`config.mk`:
```
export PLATFORM = sky130hd
export DESIGN_NAME = snake_pixel_render
export DESIGN_NICKNAME = d
export VERILOG_FILES = /design/src/rtl/snake_defs_pkg.sv /design/src/rtl/snake_grid_ram.sv /design/src/rtl/snake_pixel_render.sv
export SDC_FILE = /design/constraint.sdc
export NUM_CORES = 2
export LEC_CHECK = 0
export BUFFER_PORTS_ARGS = -buffer_cell sky130_fd_sc_hd__buf_2
export CAP_MARGIN = 20
export CORE_UTILIZATION = 55
export CTS_BUF_LIST = sky130_fd_sc_hd__clkbuf_4 sky130_fd_sc_hd__clkbuf_8
export DETAILED_ROUTE_END_ITERATION = 10
export PLACE_DENSITY_LB_ADDON = 0.2
export RECOVER_POWER = 100
export SKIP_LAST_GASP = 1
export SLEW_MARGIN = 10
export SYNTH_ARGS = -nofsm -noshare
export SYNTH_HDL_FRONTEND = slang
export SYNTH_SLANG_ARGS = --single-unit
```
`constraint.sdc`:
```
create_clock -name clk_disp -period 3 [get_ports clk_disp]
set_clock_uncertainty 0.05 [all_clocks]
set_input_delay 0.45 -clock clk_disp [delete_from_list [all_inputs] [get_ports clk_disp]]
set_output_delay 0.45 -clock clk_disp [all_outputs]
set_load 0.02 [all_outputs]
```
`src/rtl/snake_defs_pkg.sv`:
```
// Shared definitions for the snake display path: cell encodings, grid geometry
// and the RGB565 palette.
package snake_defs;

   typedef enum logic [1:0] {
      CELL_EMPTY = 2'd0,
      CELL_BODY  = 2'd1,
      CELL_HEAD  = 2'd2,
      CELL_FOOD  = 2'd3
   } cell_t;

   localparam int unsigned GRID_W    = 30;
   localparam int unsigned GRID_H    = 17;
   localparam int unsigned CELL_LOG2 = 4;

   localparam logic [4:0] GRID_W5 = 5'(GRID_W);
   localparam logic [4:0] GRID_H5 = 5'(GRID_H);

   localparam logic [15:0] COL_EMPTY = 16'h0000;
   localparam logic [15:0] COL_BODY  = 16'h07E0;
   localparam logic [15:0] COL_HEAD  = 16'hFFE0;
   localparam logic [15:0] COL_FOOD  = 16'hF800;
   localparam logic [15:0] COL_GRID  = 16'h2104;

   function automatic logic in_grid(input logic [4:0] row, input logic [4:0] col);
      return (col < GRID_W5) && (row < GRID_H5);
   endfunction

endpackage

```
`src/rtl/snake_grid_ram.sv`:
```
// 1024x2 cell store, addressed {row, col}: one write port and two synchronous
// read ports (pixel side and game side), both read-before-write.
module snake_grid_ram
   import snake_defs::*;
(
   input  logic       clk_disp,
   input  logic       rst,
   input  logic       we,
   input  logic [9:0] wr_addr,
   input  logic [1:0] wr_data,
   input  logic [9:0] pix_addr,
   output logic [1:0] pix_data,
   input  logic [9:0] game_addr,
   input  logic       game_in_grid,
   output logic [1:0] game_data
);

   logic [1:0] mem [1024];
   logic [1:0] game_raw;
   logic       game_ok;

   // NOTE: the array and its read registers have no reset so the tools can map
   // them onto RAM; only the small qualifier flop below is reset.
   always_ff @(posedge clk_disp) begin
      if (we) mem[wr_addr] <= wr_data;
      pix_data <= mem[pix_addr];
      game_raw <= mem[game_addr];
   end

   always_ff @(posedge clk_disp or negedge rst) begin
      if (!rst) game_ok <= 1'b0;
      else      game_ok <= game_in_grid;
   end

   assign game_data = game_ok ? game_raw : 2'd0;

endmodule

```
`src/rtl/snake_pixel_render.sv`:
```
// Turns timing-generator coordinates into RGB565 pixels from the game grid,
// two cycles from inputs to rgb/sync, plus a once-per-frame step pulse.
module snake_pixel_render
   import snake_defs::*;
#(
   parameter logic [15:0] P_COL_EMPTY = COL_EMPTY,
   parameter logic [15:0] P_COL_BODY  = COL_BODY,
   parameter logic [15:0] P_COL_HEAD  = COL_HEAD,
   parameter logic [15:0] P_COL_FOOD  = COL_FOOD,
   parameter logic [15:0] P_COL_GRID  = COL_GRID,
   parameter bit          GRID_LINES  = 1'b1,
   parameter int unsigned BLINK_BIT   = 4
) (
   input  logic        clk_disp,
   input  logic        rst,
   input  logic [9:0]  x_pos,
   input  logic [9:0]  y_pos,
   input  logic        inrange,
   input  logic        h_sync_in,
   input  logic        v_sync_in,
   input  logic        wr_en,
   input  logic [4:0]  wr_row,
   input  logic [4:0]  wr_col,
   input  logic [1:0]  wr_data,
   input  logic [4:0]  rd_row,
   input  logic [4:0]  rd_col,
   output logic [1:0]  rd_data,
   output logic [15:0] rgb,
   output logic        h_sync_out,
   output logic        v_sync_out,
   output logic        frame_start
);

   logic [4:0]  col, row;
   logic        v0_d, e0_d;
   logic        v0, e0, hs0, vs0;
   logic [1:0]  cell0;
   logic [15:0] rgb_d;
   logic        vs_prev;
   logic        vs_rise;
   logic [5:0]  frame_cnt;

   assign col  = x_pos[8:4];
   assign row  = y_pos[8:4];
   assign v0_d = inrange & ~x_pos[9] & ~y_pos[9] & in_grid(row, col);
   assign e0_d = (x_pos[3:0] == 4'd0) | (y_pos[3:0] == 4'd0);

   snake_grid_ram u_ram (
      .clk_disp     (clk_disp),
      .rst          (rst),
      .we           (wr_en & in_grid(wr_row, wr_col)),
      .wr_addr      ({wr_row, wr_col}),
      .wr_data      (wr_data),
      .pix_addr     ({row, col}),
      .pix_data     (cell0),
      .game_addr    ({rd_row, rd_col}),
      .game_in_grid (in_grid(rd_row, rd_col)),
      .game_data    (rd_data)
   );

   // S1 colour select; the S0 cell read comes straight from the RAM register.
   always_comb begin
      rgb_d = 16'h0000;
      if (v0) begin
         unique case (cell_t'(cell0))
            CELL_EMPTY: rgb_d = (GRID_LINES && e0) ? P_COL_GRID : P_COL_EMPTY;
            CELL_BODY:  rgb_d = P_COL_BODY;
            CELL_HEAD:  rgb_d = P_COL_HEAD;
            CELL_FOOD:  rgb_d = frame_cnt[BLINK_BIT] ? P_COL_EMPTY : P_COL_FOOD;
         endcase
      end
   end

   // NOTE: all state below uses non-blocking assignments so every stage
   // samples the previous cycle's values regardless of statement order.
   always_ff @(posedge clk_disp or negedge rst) begin
      if (!rst) begin
         v0         <= 1'b0;
         e0         <= 1'b0;
         hs0        <= 1'b0;
         vs0        <= 1'b0;
         rgb        <= 16'h0000;
         h_sync_out <= 1'b1;
         v_sync_out <= 1'b0;
      end else begin
         v0         <= v0_d;
         e0         <= e0_d;
         hs0        <= h_sync_in;
         vs0        <= v_sync_in;
         rgb        <= rgb_d;
         h_sync_out <= hs0;
         v_sync_out <= vs0;
      end
   end

   assign vs_rise = v_sync_in & ~vs_prev;

   always_ff @(posedge clk_disp or negedge rst) begin
      if (!rst) begin
         vs_prev     <= 1'b0;
         frame_start <= 1'b0;
         frame_cnt   <= 6'd0;
      end else begin
         vs_prev     <= v_sync_in;
         frame_start <= vs_rise;
         if (vs_rise) frame_cnt <= frame_cnt + 6'd1;
      end
   end

endmodule
```
==> run_results.csv <==
group,metric,value,unit
sta,fmax,339,MHz
place,pre_cts_ws,-1360,ps
layout,final_cells,9915,
clock_tree,root_buffer,"clkbuf_8",
yosys,yosys.area.top_type_share,0.623,
yosys,yosysTopAreaCell,"edfxtp_1",
clock_tree,cts_tree,"yes",
worst_setup_path,reg2reg_depth,8,
floorplanning,rows,155,
sta,slew-limit-headroom,-0.0900,
pwr,leakage,0.0413,µW
worst_setup_path,r2r-start,"u_ram.mem[811][0]$_DFFE_PP_",
yosys,post_synth_num_cell_types,71,
sta,rsz0062_at_grt,"no",
worst_setup_path,ff2ff_setup_slack,50,ps
flow_run,maxCapViolCount,3,
floorplanning,dieArea,0.181,mm²
route,num_vias,63700,
layout,multiInputGateArea,0.0380,mm²
global_route,grt_util_all_layers,0.332,
yosys,synth_seq_cells,2070,
clock_tree,clk_path_buf_depth,4,
worst_setup_path,max_stage_delay,550,ps
route,viasPerCell,6.42,
sta,setup_violations,0,
global_route,grt-ovfl-total,0,
floorplanning,die_w,426,µm
worst_setup_path,cp_cell_sequence,"mux4_2, mux4_2, nand2_1, o31ai_1, a221oi_1, o21ai_0, nand4_1, nand4_1",
sta,worst_pin_slew,1640,ps
sta,fin_ws,50.2,ps
outcome,violations,"capacitance limit, slew limit",
worst_setup_path,required,3910,ps
yosys,synth_edf_count,2048,
clock_tree,cts_sinks,2070,
layout,area_growth,18.8,%
worst_setup_path,crit_arrival,3860,ps
floorplanning,ios,69,
sta,period_needed,2950,ps
clock_tree,clk_latency,1090,ps
worst_setup_path,cp-endpoint,"u_ram.game_raw[0]$_DFF_P_",
route,wl_per_cell,30.2,µm
place,hpwl,207000,µm
pwr,ir_drop,0.472,mV
worst_setup_path,path_max_fanout,2,
yosys,ys_seq_area_frac,0.628,
worst_setup_path,cp-end-kind,"flip-flop",
yosys,synthArstFlopShare,0.00870,
yosys,synthFlopType,"edfxtp_1",
worst_setup_path,cpMaxStageDelayCell,"mux4_2",
route,dr.pass1.iters,7,
sta,finalCritPeriodShare,0.983,
route,drc,0,
route,dr.first_iter.drc_count,8530,
clock_tree,htreeDepth,5,
outcome,status,"finished, violations left",
place,portBuffers,64,
worst_setup_path,critPathKind,"flip-flop to flip-flop",
global_route,antenna_found_initial,18,
clock_tree,post_cts_buffers,0,
layout,fillerInstances,12600,
yosys,synth_cells,5519,
global_route,first_global_vias,63500,
worst_setup_path,r2r-end,"u_ram.game_raw[0]$_DFF_P_",
global_route,grt_pass1_wl,428000,µm
floorplanning,dieHeight,426,µm
yosys,yosys-top-cells-area,"edfxtp_1 62%, mux4_2 22%, mux2i_1 4.1%",
worst_setup_path,startpoint,"u_ram.mem[811][0]$_DFFE_PP_",
layout,drive_above_1_share,0.303,
place,place_inst,9277,
sta,finalHoldViolations,0,
route,final_antenna_net_count,0,
pwr,power_density,561,mW/mm²
route,wl,300000,µm
layout,nNetsFinal,7353,
yosys,yosys_warnings,0,
place,gp_congestion,0.986,
sta,drv_slew,62,
clock_tree,cts_buffers,353,
floorplanning,core-area,0.178,mm²
floorplanning,initial_core_util,0.554,
clock_tree,clk_pin_slew,60,ps
yosys,synth_area_per_cell,17.9,µm²
layout,regArea,0.0620,mm²
yosys,netlist_area,0.0988,mm²
global_route,grt_max_degree,151,
min_path,hp-class,"input pin to flip-flop",
worst_setup_path,setup.worst_path.start_class,"flip-flop",
## worst min path at each step
stage,from,to,slack [ps],cells after the start
final,wr_col[3],u_ram.mem[19][0]$_DFFE_PP_,60,4
after global routing,wr_col[3],u_ram.mem[18][0]$_DFFE_PP_,20,4
after CTS,wr_col[3],u_ram.mem[19][0]$_DFFE_PP_,20,4
after detailed placement,hs0$_DFF_PN0_,h_sync_out$_DFF_PN1_,310,0
after global placement,hs0$_DFF_PN0_,h_sync_out$_DFF_PN1_,290,0
after floorplan,rst,e0$_DFF_PN0_,100,0
## routing by layer
metal | part of all wire | vias to the layer above | GRT usage
met3 | 0.13 | 881 | 0.0920
met5 | 0.00038 | - | 0.00185
met2 | 0.46 | 4418 | 0.507
li1 | - | 25800 | -
met1 | 0.35 | 32600 | 0.437
met4 | 0.059 | 12 | 0.178
## critical path, delay by kind of cell, from the launching register on
family             cells  cell delay [ps]
muxes                  2             1050
DFF                    1              390
AOI/OAI and AO/OA      3              930
and+or+nand+nor        3              470
## sequential cells by signal, summed over array words and instances (netlist names)
register / cells
rgb: 5
u_ram.mem: 2048
hs0: 1
vs_prev: 1
v0: 1
frame_start: 1
u_ram.game_raw: 2
v_sync_out: 1
e0: 1
frame_cnt: 5
u_ram.game_ok: 1
h_sync_out: 1
u_ram.pix_data: 2
## cells in the final DEF, fill, tap and decap left out, types with 106 or more instances in the layout
| cell type | Yosys | final |
|---|---|---|
| edfxtp_1 | 2048 | 2048 |
| conb_1 | 1 | 1032 |
| mux4_2 | 960 | 960 |
| nor2_1 | 579 | 579 |
| buf_4 | 82 | 579 |
| mux2i_1 | 404 | 404 |
| clkbuf_8 | 0 | 362 |
| nand2_1 | 210 | 209 |
| o221ai_1 | 146 | 146 |
| a21oi_1 | 116 | 116 |
| buf_12 | 1 | 115 |
| clkbuf_4 | 0 | 106 |
## area by class of cell
cell class	count	share of cell area
antenna	6	0.000128
clock buffer	461	0.0488
clock inverter	146	0.00766
inverter	18	0.000725
multi-input combinational	3986	0.324
sequential	2070	0.529
tap	2355	0.0251
timing repair buffer	873	0.0653
## synth_stat cells, types with 5 or more instances
master / count
o31ai_1: 10
nor2b_1: 24
nor4_1: 13
nand2_1: 210
dfrtp_1: 17
nor3_1: 73
buf_1: 29
a31oi_1: 18
nand2b_1: 11
a22o_1: 6
a211oi_1: 29
a22oi_1: 29
inv_1: 15
buf_4: 82
buf_2: 85
nand4_1: 13
clkbuf_1: 225
a2111oi_0: 7
and2_1: 11
and3_1: 14
o221ai_1: 146
mux4_2: 960
o21ai_0: 37
mux2i_1: 404
nand3_1: 47
edfxtp_1: 2048
buf_6: 49
nor2_1: 579
a21oi_1: 116
buf_8: 5
a221oi_1: 10
nor3b_1: 9
o22ai_1: 90
o311ai_0: 10
or3_1: 8
## logic make-up after synthesis
| family | Yosys count | synth area share |
|---|---|---|
| fa+ha+maj | 3 | 0.000380 |
| xor+xnor | 4 | 0.000355 |
| flops | 2070 | 0.628 |
| compound gates | 551 | 0.0395 |
| buf+inv | 494 | 0.0274 |
| other cells | 1 | 0.0000380 |
| mux | 1368 | 0.260 |
| simple gates | 1028 | 0.0440 |
## report_power, final
group          switching [µW]  total [µW]  internal [µW]
registers                 609       33800          33200
logic                    4010        7420           3410
clock network           11400       24600          13200
## per-stage QoR
step / power (µW) / cell area [µm²] / setup TNS, ps / util / hold slack, ps
CTS: 66100 / 118000 / 0 / 0.661 / 17.6
detailed placement: 41600 / 111000 / -3510 / 0.622 / 312
floorplan: 38400 / 103000 / 0 / - / 104
global placement: 41500 / 111000 / -3710 / 0.622 / 293
finish: 65900 / 117000 / 0 / 0.658 / 57.6
global route: 67800 / 117000 / 0 / 0.658 / 24.1
## what timing repair did
item,in CTS,in global routing
setup endpoints to repair,3,3
pin swaps,0,1
resized for setup,6,2
endpoints found under the hold margin,279,0
hold buffers,24,0
No activity file was read; power rests on OpenSTA's default activity.
